===== config.mk =====
export PLATFORM = sky130hd
export DESIGN_NAME = multimode_shift_register
export DESIGN_NICKNAME = d
export VERILOG_FILES = /design/src/rtl/msr_pkg.sv /design/src/rtl/multimode_shift_register_step.sv /design/src/rtl/multimode_shift_register.sv
export SDC_FILE = /design/constraint.sdc
export NUM_CORES = 1
export LEC_CHECK = 0
export ABC_AREA = 1
export BUFFER_PORTS_ARGS = -buffer_cell sky130_fd_sc_hd__buf_2
export CAP_MARGIN = 40
export CORE_ASPECT_RATIO = 1.5
export CORE_MARGIN = 4
export CORE_UTILIZATION = 54
export CTS_CLUSTER_SIZE = 14
export DETAILED_ROUTE_END_ITERATION = 16
export PLACE_DENSITY = 0.8
export SLEW_MARGIN = 20
export SYNTH_ARGS = -nofsm -noshare
export SYNTH_HDL_FRONTEND = slang
export SYNTH_SLANG_ARGS = --single-unit

===== constraint.sdc =====
create_clock -name clock -period 1.81 [get_ports clock]
set_input_delay 0.2715 -clock clock [delete_from_list [all_inputs] [get_ports clock]]
set_output_delay 0.2715 -clock clock [all_outputs]
set_load 0.02 [all_outputs]

===== src/rtl/msr_pkg.sv =====
// msr_pkg: shared types and helpers for multimode_shift_register.
//   op_e         - 3-bit command opcodes
//   state_e      - sequencing states (IDLE, SHIFT)
//   is_shift_op  - true for the five one-bit-step operations
//   clamp_count  - limits a requested step count to the register width
package msr_pkg;

    typedef enum logic [2:0] {
        OP_NOP   = 3'b000,
        OP_SHL   = 3'b001,
        OP_SHR   = 3'b010,
        OP_ROL   = 3'b011,
        OP_ROR   = 3'b100,
        OP_ASR   = 3'b101,
        OP_LOAD  = 3'b110,
        OP_CLEAR = 3'b111
    } op_e;

    typedef enum logic {
        IDLE  = 1'b0,
        SHIFT = 1'b1
    } state_e;

    function automatic logic is_shift_op(input op_e op);
        return (op == OP_SHL) || (op == OP_SHR) || (op == OP_ROL) ||
               (op == OP_ROR) || (op == OP_ASR);
    endfunction

    // More than n steps would only repeat work (or flush the register), so
    // the count saturates at the register width.
    function automatic int unsigned clamp_count(input int unsigned count,
                                                input int unsigned n);
        return (count > n) ? n : count;
    endfunction

endpackage


===== src/rtl/multimode_shift_register_step.sv =====
// Shift datapath units for multimode_shift_register.
//   shift_step_unit   - one 1-bit step of a shift/rotate op (combinational)
//     cur_q  in  N   current register contents
//     op     in  3   opcode (non-shift ops pass cur_q through, sout=0)
//     sin    in  1   serial bit inserted by SHL/SHR
//     next_q out N   contents after one step
//     sout   out 1   bit shifted or rotated out by the step
//   shift_barrel_unit - whole multi-step shift in one cycle; present only
//     when SHIFT_BARREL_EN is defined. Same ports plus:
//     amount in  CW  number of steps (0..N)
module shift_step_unit
    import msr_pkg::*;
#(
    parameter int N = 8
) (
    input  logic [N-1:0] cur_q,
    input  op_e          op,
    input  logic         sin,
    output logic [N-1:0] next_q,
    output logic         sout
);

    always_comb begin
        next_q = cur_q;
        sout   = 1'b0;
        case (op)
            OP_SHL: begin
                next_q = {cur_q[N-2:0], sin};
                sout   = cur_q[N-1];
            end
            OP_SHR: begin
                next_q = {sin, cur_q[N-1:1]};
                sout   = cur_q[0];
            end
            OP_ROL: begin
                next_q = {cur_q[N-2:0], cur_q[N-1]};
                sout   = cur_q[N-1];
            end
            OP_ROR: begin
                next_q = {cur_q[0], cur_q[N-1:1]};
                sout   = cur_q[0];
            end
            OP_ASR: begin
                next_q = {cur_q[N-1], cur_q[N-1:1]};
                sout   = cur_q[0];
            end
            default: begin
                next_q = cur_q;
                sout   = 1'b0;
            end
        endcase
    end

endmodule

`ifdef SHIFT_BARREL_EN
module shift_barrel_unit
    import msr_pkg::*;
#(
    parameter int N = 8,
    localparam int CW = $clog2(N + 1)
) (
    input  logic [N-1:0]  cur_q,
    input  op_e           op,
    input  logic          sin,
    input  logic [CW-1:0] amount,
    output logic [N-1:0]  next_q,
    output logic          sout
);

    // A chain of N single-step stages; the amount selects which stage's
    // result (and the bit that stage pushed out) is taken. Building it from
    // the same step cell guarantees the result matches the iterative build
    // whenever sin is constant.
    logic [N-1:0] stage      [0:N];
    logic         stage_sout [0:N];

    assign stage[0]      = cur_q;
    assign stage_sout[0] = 1'b0;

    for (genvar i = 0; i < N; i++) begin : g_stage
        shift_step_unit #(.N(N)) u_step (
            .cur_q  (stage[i]),
            .op     (op),
            .sin    (sin),
            .next_q (stage[i+1]),
            .sout   (stage_sout[i+1])
        );
    end

    assign next_q = stage[amount];
    assign sout   = stage_sout[amount];

endmodule
`endif


===== src/rtl/multimode_shift_register.sv =====
// multimode_shift_register: N-bit shift register with a command handshake.
// Supports NOP, SHL, SHR, ROL, ROR, ASR (each by a clamped step count),
// LOAD and CLEAR. Multi-step shifts run one bit per clock.
// Build option: SHIFT_BARREL_EN - all shift steps complete on the accept
// edge through a barrel shifter; SHIFT is never entered and busy stays 0.
// Ports:
//   clock      in   rising-edge clock
//   reset      in   asynchronous, active-high
//   cmd_valid  in   command present
//   cmd_ready  out  command can be accepted (IDLE)
//   cmd_op     in   opcode (msr_pkg::op_e)
//   cmd_count  in   requested step count for shift ops
//   d          in   parallel load data
//   sin        in   serial input, sampled on each step edge
//   q          out  register contents
//   sout       out  bit shifted/rotated out on the most recent step
//   busy       out  multi-step shift in progress
//   done       out  one-cycle completion pulse
//
// state | meaning
// ------+-----------------------------------------------------------------
// IDLE  | ready for a command; single-edge commands complete here
// SHIFT | stepping the latched op once per edge until remaining reaches 0
module multimode_shift_register
    import msr_pkg::*;
#(
    parameter int N = 8,
    localparam int CW = $clog2(N + 1)
) (
    input  logic          clock,
    input  logic          reset,
    input  logic          cmd_valid,
    output logic          cmd_ready,
    input  logic [2:0]    cmd_op,
    input  logic [CW-1:0] cmd_count,
    input  logic [N-1:0]  d,
    input  logic          sin,
    output logic [N-1:0]  q,
    output logic          sout,
    output logic          busy,
    output logic          done
);

    state_e        state_q, state_d;
    logic [N-1:0]  q_d;
    logic          sout_d;
    logic          done_d;
    logic          accept;
    op_e           cmd_op_e;
    logic [CW-1:0] k;

    assign cmd_op_e  = op_e'(cmd_op);
    assign cmd_ready = (state_q == IDLE);
    assign accept    = cmd_valid & cmd_ready;
    assign k         = CW'(clamp_count(32'(cmd_count), N));

`ifdef SHIFT_BARREL_EN

    logic [N-1:0] barrel_q;
    logic         barrel_sout;

    shift_barrel_unit #(.N(N)) u_barrel (
        .cur_q  (q),
        .op     (cmd_op_e),
        .sin    (sin),
        .amount (k),
        .next_q (barrel_q),
        .sout   (barrel_sout)
    );

    assign busy = 1'b0;

    always_comb begin
        state_d = IDLE;
        q_d     = q;
        sout_d  = sout;
        done_d  = 1'b0;
        if (accept) begin
            done_d = 1'b1;
            if (is_shift_op(cmd_op_e) && (k != '0)) begin
                q_d    = barrel_q;
                sout_d = barrel_sout;
            end else if (cmd_op_e == OP_LOAD) begin
                q_d = d;
            end else if (cmd_op_e == OP_CLEAR) begin
                q_d = '0;
            end
        end
    end

    always_ff @(posedge clock or posedge reset) begin
        if (reset) begin
            state_q <= IDLE;
            q       <= '0;
            sout    <= 1'b0;
            done    <= 1'b0;
        end else begin
            state_q <= state_d;
            q       <= q_d;
            sout    <= sout_d;
            done    <= done_d;
        end
    end

`else

    op_e           op_q, op_d;
    logic [CW-1:0] remaining_q, remaining_d;
    op_e           step_op;
    logic [N-1:0]  step_q;
    logic          step_sout;

    // The first step happens on the accept edge, before op_q is latched,
    // so the step unit sees the live opcode in IDLE and the latched one
    // in SHIFT.
    assign step_op = (state_q == SHIFT) ? op_q : cmd_op_e;
    assign busy    = (state_q == SHIFT);

    shift_step_unit #(.N(N)) u_step (
        .cur_q  (q),
        .op     (step_op),
        .sin    (sin),
        .next_q (step_q),
        .sout   (step_sout)
    );

    always_comb begin
        state_d     = state_q;
        op_d        = op_q;
        remaining_d = remaining_q;
        q_d         = q;
        sout_d      = sout;
        done_d      = 1'b0;
        case (state_q)
            IDLE: begin
                if (accept) begin
                    if (is_shift_op(cmd_op_e) && (k != '0)) begin
                        q_d    = step_q;
                        sout_d = step_sout;
                        if (k == CW'(1)) begin
                            done_d = 1'b1;
                        end else begin
                            state_d     = SHIFT;
                            op_d        = cmd_op_e;
                            remaining_d = k - CW'(1);
                        end
                    end else begin
                        done_d = 1'b1;
                        if (cmd_op_e == OP_LOAD) begin
                            q_d = d;
                        end else if (cmd_op_e == OP_CLEAR) begin
                            q_d = '0;
                        end
                    end
                end
            end
            SHIFT: begin
                q_d         = step_q;
                sout_d      = step_sout;
                remaining_d = remaining_q - CW'(1);
                if (remaining_q == CW'(1)) begin
                    state_d = IDLE;
                    done_d  = 1'b1;
                end
            end
            default: begin
                state_d = IDLE;
            end
        endcase
    end

    always_ff @(posedge clock or posedge reset) begin
        if (reset) begin
            state_q     <= IDLE;
            op_q        <= OP_NOP;
            remaining_q <= '0;
            q           <= '0;
            sout        <= 1'b0;
            done        <= 1'b0;
        end else begin
            state_q     <= state_d;
            op_q        <= op_d;
            remaining_q <= remaining_d;
            q           <= q_d;
            sout        <= sout_d;
            done        <= done_d;
        end
    end

`endif

endmodule


Word level (Yosys, flattened, before mapping)

Index checks and enable logic that the tools add are counted.

Order comparisons: 1
Reductions and logical operators: 12
Bitwise operators: 3
Muxes and demuxes: 26
Equal/unequal tests: 18
Shift-type cells: 0
Divide/modulo/power cells: 0
$add $sub $neg: 2
Multiply operators: 0

Operators by type and width:

| operator                                                                | number |
|---|---|
| 8-bit one-hot mux with 5 select lines                                   | 1 |
| 8-bit 2-to-1 mux                                                        | 4 |
| 3-bit equality test, second input constant                              | 6 |
| 4-bit 2-to-1 mux                                                        | 4 |
| 8-bit one-hot mux with 2 select lines                                   | 1 |
| 3-bit by 2-bit equality test with 1-bit output, second input constant   | 4 |
| 1-bit 2-to-1 mux                                                        | 10 |
| 4-bit by 1-bit equality test with 1-bit output, second input constant   | 2 |
| 1-bit one-hot mux with 2 select lines                                   | 4 |
| 4-bit one-hot mux with 2 select lines                                   | 1 |
| 4-bit by 1-bit subtractor with 4-bit output, second input constant      | 2 |
| 3-bit by 1-bit equality test with 1-bit output, second input constant   | 2 |
| 4-bit greater-than comparator, second input constant                    | 1 |
| 1-bit logical OR                                                        | 4 |
| 2-bit by 1-bit inequality test with 1-bit output, second input constant | 2 |
| 4-bit by 1-bit inequality test with 1-bit output, second input constant | 1 |
| 2-bit AND reduction                                                     | 2 |
| 4-bit AND reduction                                                     | 1 |
| 4-bit nonzero test                                                      | 1 |
| 3-bit 2-to-1 mux                                                        | 1 |
| 3-bit AND reduction                                                     | 1 |
| 3-bit OR reduction                                                      | 1 |
| 2-bit inequality test, second input constant                            | 1 |
| 1-bit inverter                                                          | 2 |
| other kinds (3)                                                         | 3 |

Latch bits: 0
Bits in writable memories: 0
Memories: 0
Bits in read-only memories: 0
Bits of input ports: 19
Register bits: 18

Depth between registers and ports, before layout

Gate-level depths: netlist (run 1).

Depth after elaboration: 9
Depth in mapped cells: 11
Mapped depth without buffers: 11

Cells and area by module

Synthesis (run 1) repeated with hierarchy kept, for this count alone.

Cells, all modules: 237
Area total of the unflattened synthesis: 1480.2 um2

Modules (own cells, without submodules):

| module                   | seq. area each (um2) | instances | area each (um2) | cells an instance |
|---|---|---|---|---|
| multimode_shift_register | 450.4                | 1         | 1158.6          | 167 |
| shift_step_unit          | 0.0                  | 1         | 321.6           | 70 |

Least setup slack after synthesis (run 1)

Ideal clock, no wire load.

Kind: input-to-reg
Start point: input cmd_count[0]
End point: register q[0]
Data required time: 1.689 ns
Stages on the path: 10
Path slack: 0.128 ns
Arrival time: 1.561 ns
Cells stage by stage: nor3_1 > o21ai_0 > ha_1 > nand3_1 > nand3_2 > nand2_1 > buf_6 > nand2_1 > o21bai_1 > nand2_1

Longest elaborated chain between the ends: 7

RTL lines:

| element                               | line                            | text |
|---|---|---|
| start: declaration                    | multimode_shift_register.sv:35  | `input logic [CW-1:0] cmd_count,` |
| 4-bit greater-than comparator         | msr_pkg.sv:33                   | `return (count > n) ? n : count;` |
| 4-bit 2-to-1 mux *                    | msr_pkg.sv:33                   |  |
| 4-bit nonzero test *                  | multimode_shift_register.sv:137 | `if (is_shift_op(cmd_op_e) && (k != '0)) begin` |
| 1-bit logical AND *                   | multimode_shift_register.sv:137 |  |
| 8-bit 2-to-1 mux                      | multimode_shift_register.sv:137 |  |
| 8-bit 2-to-1 mux                      | multimode_shift_register.sv:136 | `if (accept) begin` |
| 8-bit one-hot mux with 2 select lines | multimode_shift_register.sv:134 | `case (state_q)` |
| end signal: assignment                | multimode_shift_register.sv:184 | `q <= q_d;` |
| end: declaration                      | multimode_shift_register.sv:38  | `output logic [N-1:0] q,` |

Every way passes the cells marked *; elsewhere a longest branch is shown, timed or not. The select of a mux whose other input is x is not followed.
A chain may end at the register's enable or synchronous reset.

Worst setup path in the final report (run 1)

Start point: register state_q (netlist: busy)
End point: output cmd_ready

Longest elaborated chain between the ends: 1

RTL lines:

| element                  | line                            | text |
|---|---|---|
| start: declaration       | multimode_shift_register.sv:44  | `state_e state_q, state_d;` |
| start signal: assignment | multimode_shift_register.sv:181 | `state_q <= state_d;` |
| 1-bit inverter           | n/a                             |  |
| end: declaration         | multimode_shift_register.sv:33  | `output logic cmd_ready,` |

Every way passes these cells.

==> flow_summary.toml, run 1 <==
[die]
rows = 22
core_area_um2 = 2480
initial_core_util_pct = 56.5
ios = 31
die_w_um = 49.6
dieArea_um2 = 3490
die_height_um = 70.4

[clocking]
numCtsBuffers = 3
ctsHoldBuffers = 0
cts_tree = "yes"
clk_pin_slew_ns = 0.11
cts_sinks = 18
cts.htree.levels = 1
clk_latency_ns = 0.29
clk_path_buf_depth = 2
root_buffer = "clkbuf_4"

[power_and_ir_drop]
p_leak_uw = 0.000920
cellPowerDensity_nw_per_um2 = 1660
total_power_uw = 2760
irDropWorstVdd_uv = 849
p_seq_share_pct = 28.6
p_sw_uw = 1390
p_int_uw = 1370
p_clk_share_pct = 9.2
switching_share_pct = 50.5
pwr-share-comb_pct = 62.2

[global_route]
grt_overflow = 0
grt_pass1_vias = 1348
grt_antenna_before_repair = 0
grt_max_degree = 19
grt_pass1_wl_um = 5460
grt_usage_pct = 19.6

[placement]
gp_congestion = 0.876
portBuffers = 30
dp_hpwl_um = 2440
place_ws_ns = -0.0841

[synth]
synth_warnings = 0
synth_seq_cells = 18
synth_top_area_share_pct = 32.2
yosys-top-cells-count = "72 x nand2_1, 18 x dfrtp_1, 18 x inv_1, 18 x nor2_1, 14 x nand4_1"
ys.flop_type = "dfrtp_1"
syn_area_um2 = 1400
syn_inst = 204
synth.area.top_cells = "dfrtp_1 32%, nand2_1 19%, nand4_1 6.3%, inv_1 4.8%, nor2_1 4.8%"
synth_cell_types = 23
synth.avg_cell_area_um2 = 6.86
yosysTopAreaCell = "dfrtp_1"
async_flop_share_pct = 100
synth_edf_count = 0
ys_seq_area_share_pct = 32.2
syn-num-nets = 227
synth_most_common_cell = "nand2_1"

[finish]
area_growth_pct = 19.1
drive_gt1_share_pct = 25.2
fin_util_pct = 67.3
nets = 266
diodes = 0

[sta]
whs_ns = 0.0790
min_period_ns = 1.58
finalSetupTns_ns = 0
slew_headroom_pct = 51.1
fmax_mhz = 632
finalMaxSlewViolations = 0
tightest_slew_ns = 0.732
setup_viol = 0
finClkSkew_ns = 0.00685
worst_slack_ns = 0.227
final.period_utilization_pct = 87.4
hold_violations = 0
rsz0062_at_grt = "no"

[critical_path]
critPathSlowestCell = "dfrtp_1"
critPathRequiredTime_ns = 1.54
start_kind = "flip-flop"
crit_family = "buffers and inverters"
path_buf_inv = 3
crit_path_end_kind = "output pin"
cp_slowest_stage_delay_ns = 0.49
path_class = "reg -> out"
cp_max_fo = 12
crit_arrival_ns = 1.31
path_cells = "inv_2, buf_4, buf_2"

[hold_path]
hold_path_class = "in -> async"

[route]
ant_nets = 0
wl_per_cell_um = 11.8
drc = 0
drt_pass1_iterations = 4
vias_per_cell = 5.33
wl_um = 3150
drt_iter0_drc = 22
num_vias = 1417

[status]
status = "finished clean"

[flow_run]
max_cap_violations = 0
==> area by class of cell <==
cell class	count	area [um^2]
Multi-Input combinational cell	162	841
Fill cell	229	810
Sequential cell	18	450
Timing Repair Buffer	38	235
Inverter	20	75.1
Clock buffer	4	36.3
Tap cell	24	30.0
==> per-layer routing <==
| metal | GRT usage, % | part of all wire, % | up-vias |
|---|---|---|---|
| li1 | - | - | 742 |
| met1 | 20.4 | 40 | 629 |
| met2 | 36.8 | 53 | 38 |
| met3 | 2.77 | 4.9 | 8 |
| met4 | 9.54 | 2.4 | 0 |
| met5 | 0 | 0 | - |
==> cells in the final DEF (no fill, tap or decap) <==
cell      instances
nor2_2            1
nand4_1          14
ha_1              4
buf_12            2
inv_1            18
nand2_1          70
inv_2             2
buf_4             6
dfrtp_1          18
a31oi_1           1
nand3_4           2
buf_2            30
o21ai_0          11
nand2_4           4
nor3_1            2
nand3_2           2
clkbuf_4          3
a21boi_0          1
xor2_1            2
o211ai_1          3
clkbuf_8          1
nor2_1           18
nand3_1          11
o21bai_1          1
nand2_2           8
a21oi_1           7
==> registers in the layout, summed over array words and instances, names as in the netlist <==
name / cells
q: 8
remaining_q: 4
op_q: 3
busy: 1
done: 1
sout: 1
==> cells by family (layout without fill, tap and decap cells) <==
logic type,count (synthesis),count (layout),share of synthesized area (%)
adder cells (fa/ha/maj),4,4,3.57
AND/OR/NAND/NOR,132,132,45.3
buffers and inverters,24,62,8.13
XOR/XNOR,2,2,1.25
AO/OA/AOI/OAI,24,24,9.56
flip-flops,18,18,32.2
==> through the flow <==
stage                     cell area, um^2  cells
after floorplan                      1400    204
after global placement               1630    262
after detailed placement             1630    262
after CTS                            1660    266
after global routing                 1670    266
final                                1670    266
==> power groups by stage <==
stage	registers, uW	clock network (uW)	logic, uW
2_1_floorplan	885	0	1210
3_3_place_gp	795	0	1700
3_5_place_dp	797	0	1720
4_1_cts	789	260	1730
5_1_grt	819	276	1940
6_report	789	254	1720
==> worst paths after layout <==
path | start | end | slack, ns | cells after the start
setup / recovery | busy$_DFF_PP0_ | cmd_ready | 0.23 | 3
hold / removal | reset | busy$_DFF_PP0_ | 0.08 | 2
setup reg to reg | busy$_DFF_PP0_ | q[7]$_DFFE_PP0P_ | 0.27 | 11
hold reg to reg | op_q[2]$_DFFE_PP0P_ | op_q[2]$_DFFE_PP0P_ | 0.50 | 2
max in group asynchronous | reset | q[4]$_DFFE_PP0P_ | 1.27 | 2
min in group clock | cmd_valid | done$_DFF_PP0_ | 0.28 | 3
==> repair_timing <==
item                                    4_1_cts  5_1_grt
gates resized for setup                       0        2
buffers inserted                              0        0
endpoints found under the setup margin        0        1
endpoints found under the hold margin         0        0
(Power assumes the default switching activity.)
==> run 2: changes to the inputs <==
Settings changed: CORE_UTILIZATION 54 to 48, CTS_BUF_LIST set to sky130_fd_sc_hd__clkbuf_4 sky130_fd_sc_hd__clkbuf_8 sky130_fd_sc_hd__clkbuf_16, PLACE_DENSITY 0.8 to 0.75.
Clock period 1.81 ns to 1.4 ns, I/O delays scaled along.
==> run 2 against run 1 <==
  * Utilization rose by 0.73 points
  * Highest routed layer unchanged
  * The flow now finishes with violations (negative setup slack)
  * First-iteration DRC count rose by 130%
  * Power rose by 44%
  * Cell area rose by 12%
  * Die area rose by 11%
  * Worst setup slack got worse by 0.28 ns
  * Via count rose by 6.6%
  * Clock power rose by 74%
  * Critical path depth rose by 6
  * Routed wire length rose by 12%
==> flow_summary.toml, run 2 (synthesis gave the netlist of run 1 again) <==
[route]
drt_pass1_iterations = 4
drt_iter0_drc = 51
wl_per_cell_um = 12.4
ant_nets = 0
drc = 0
wl_um = 3540
num_vias = 1511
vias_per_cell = 5.28

[sta]
finClkSkew_ns = 0.000937
min_period_ns = 1.45
slew_headroom_pct = 83.0
final.period_utilization_pct = 103
tightest_slew_ns = 0.254
rsz0062_at_grt = "yes"
worst_slack_ns = -0.0489
hold_violations = 0
fmax_mhz = 690
setup_viol = 5
finalMaxSlewViolations = 0

[power_and_ir_drop]
p_int_uw = 1970
pwr-share-comb_pct = 62.8
p_seq_share_pct = 26.0
cellPowerDensity_nw_per_um2 = 2130
p_clk_share_pct = 11.1
p_leak_uw = 0.000979
irDropWorstVdd_uv = 1110
switching_share_pct = 50.3
p_sw_uw = 1990

[status]
status = "finished, violations left"
violations = "negative setup slack"

[clocking]
numCtsBuffers = 3
clk_pin_slew_ns = 0.07
cts.htree.levels = 1
root_buffer = "clkbuf_8"
cts_tree = "yes"
clk_path_buf_depth = 2
clk_latency_ns = 0.26
cts_sinks = 18

[die]
ios = 31
die_w_um = 52.1
core_area_um2 = 2730
initial_core_util_pct = 51.2
dieArea_um2 = 3860
rows = 23
die_height_um = 74.1

[hold_path]
hold_path_class = "in -> reg"

[flow_run]
max_cap_violations = 0

[critical_path]
rr_endpoint = "q[0]$_DFFE_PP0P_"
timing.reg2reg.setup_slack_ns = -0.05
startpoint = "busy$_DFF_PP0_"
start_kind = "flip-flop"
path_class = "reg -> reg"
crit_end = "q[0]$_DFFE_PP0P_"
r2r_cells = 9
crit_path_end_kind = "flip-flop"
cp_max_fo = 6
crit_arrival_ns = 1.60
critPathRequiredTime_ns = 1.55
r2r-start = "busy$_DFF_PP0_"

[finish]
diodes = 0
top_regs = "q: 8 flops, remaining_q: 4 flops, op_q: 3 flops"
area_growth_pct = 32.9
largest_reg_flops = 8
fin_area_um2 = 1860
regMostFlops = "q"
nets = 273
final_cell_mix = "65 x nand2_1, 29 x buf_2, 18 x inv_1"
drive_gt1_share_pct = 32.1
fin_util_pct = 68.1
fin_cells = 286
final_common_cell = "nand2_1"

[placement]
dp.cells = 276
dpl-instance-area_um2 = 1670
dp_hpwl_um = 2460
portBuffers = 30
gp_congestion = 0.814

[global_route]
grt_pass1_wl_um = 6120
grt_max_degree = 19
grt_antenna_before_repair = 0
grt_usage_pct = 20.3
grt_pass1_vias = 1448
grt_overflow = 0
run 2: power by group through the flow:
stage / logic [uW] / clock network (uW) / registers, uW
6_report: 2490 / 442 / 1030
3_5_place_dp: 2210 / 0 / 1030
5_1_grt: 2830 / 460 / 1070
4_1_cts: 2360 / 443 / 1030
3_3_place_gp: 2180 / 0 / 1040
2_1_floorplan: 1590 / 0 / 1150
run 2: metrics by stage:
stage	worst slack (ns)	setup TNS, ns	power (uW)	hold slack (ns)
6_report	-0.0489	-0.0979	3960	0.263
5_1_grt	-0.161	-1.83	4360	0.296
4_1_cts	-0.0359	-0.0372	3830	0.253
3_5_place_dp	-0.229	-3.46	3250	0.243
3_3_place_gp	-0.183	-2.66	3220	0.239
2_1_floorplan	0.00312	0	2730	0.149
run 2: worst max-delay path, stage by stage (launching register included):
cell and delay, ns:
dfrtp_2 0.47, clkinv_4 0.11, nand2_2 0.07, nand2_4 0.11, nand3_4 0.11, buf_4 0.16, nand4_1 0.07, nand2_1 0.07
o21bai_1 0.12, nand2_1 0.06
run 2: final cells by class:
type / instances / area (um^2)
clock buffers: 4 / 55.1
fillers: 234 / 873
inverters: 20 / 80.1
multi-input cells: 164 / 955
flip-flops and latches: 18 / 452
well taps: 37 / 46.3
repair buffers: 43 / 273
run 2: how the worst min path moves through the flow:
| stage | start | endpoint | cells after the start |
|---|---|---|---|
| 6_report | cmd_valid | done$_DFF_PP0_ | 3 |
| 5_1_grt | cmd_valid | done$_DFF_PP0_ | 3 |
| 4_1_cts | cmd_valid | done$_DFF_PP0_ | 3 |
| 3_5_place_dp | reset | done$_DFF_PP0_ | 3 |
| 3_3_place_gp | reset | done$_DFF_PP0_ | 3 |
| 2_1_floorplan | reset | done$_DFF_PP0_ | 1 |
run 2: per-layer routing:
layer | vias up | track usage [%] | share of wire [%]
met4 | 0 | 9.62 | 2.3
met1 | 681 | 23.8 | 38
li1 | 762 | - | -
met3 | 10 | 3.61 | 5.6
met2 | 58 | 35.2 | 54
met5 | - | 0 | 0
run 2: what timing repair did:
item,CTS,global route
endpoints found under the setup margin,10,18
setup buffers,0,3
hold endpoints to repair,18,0
hold buffers,1,0
pin swaps,4,4
gates resized for setup,11,7
gates cloned,1,1
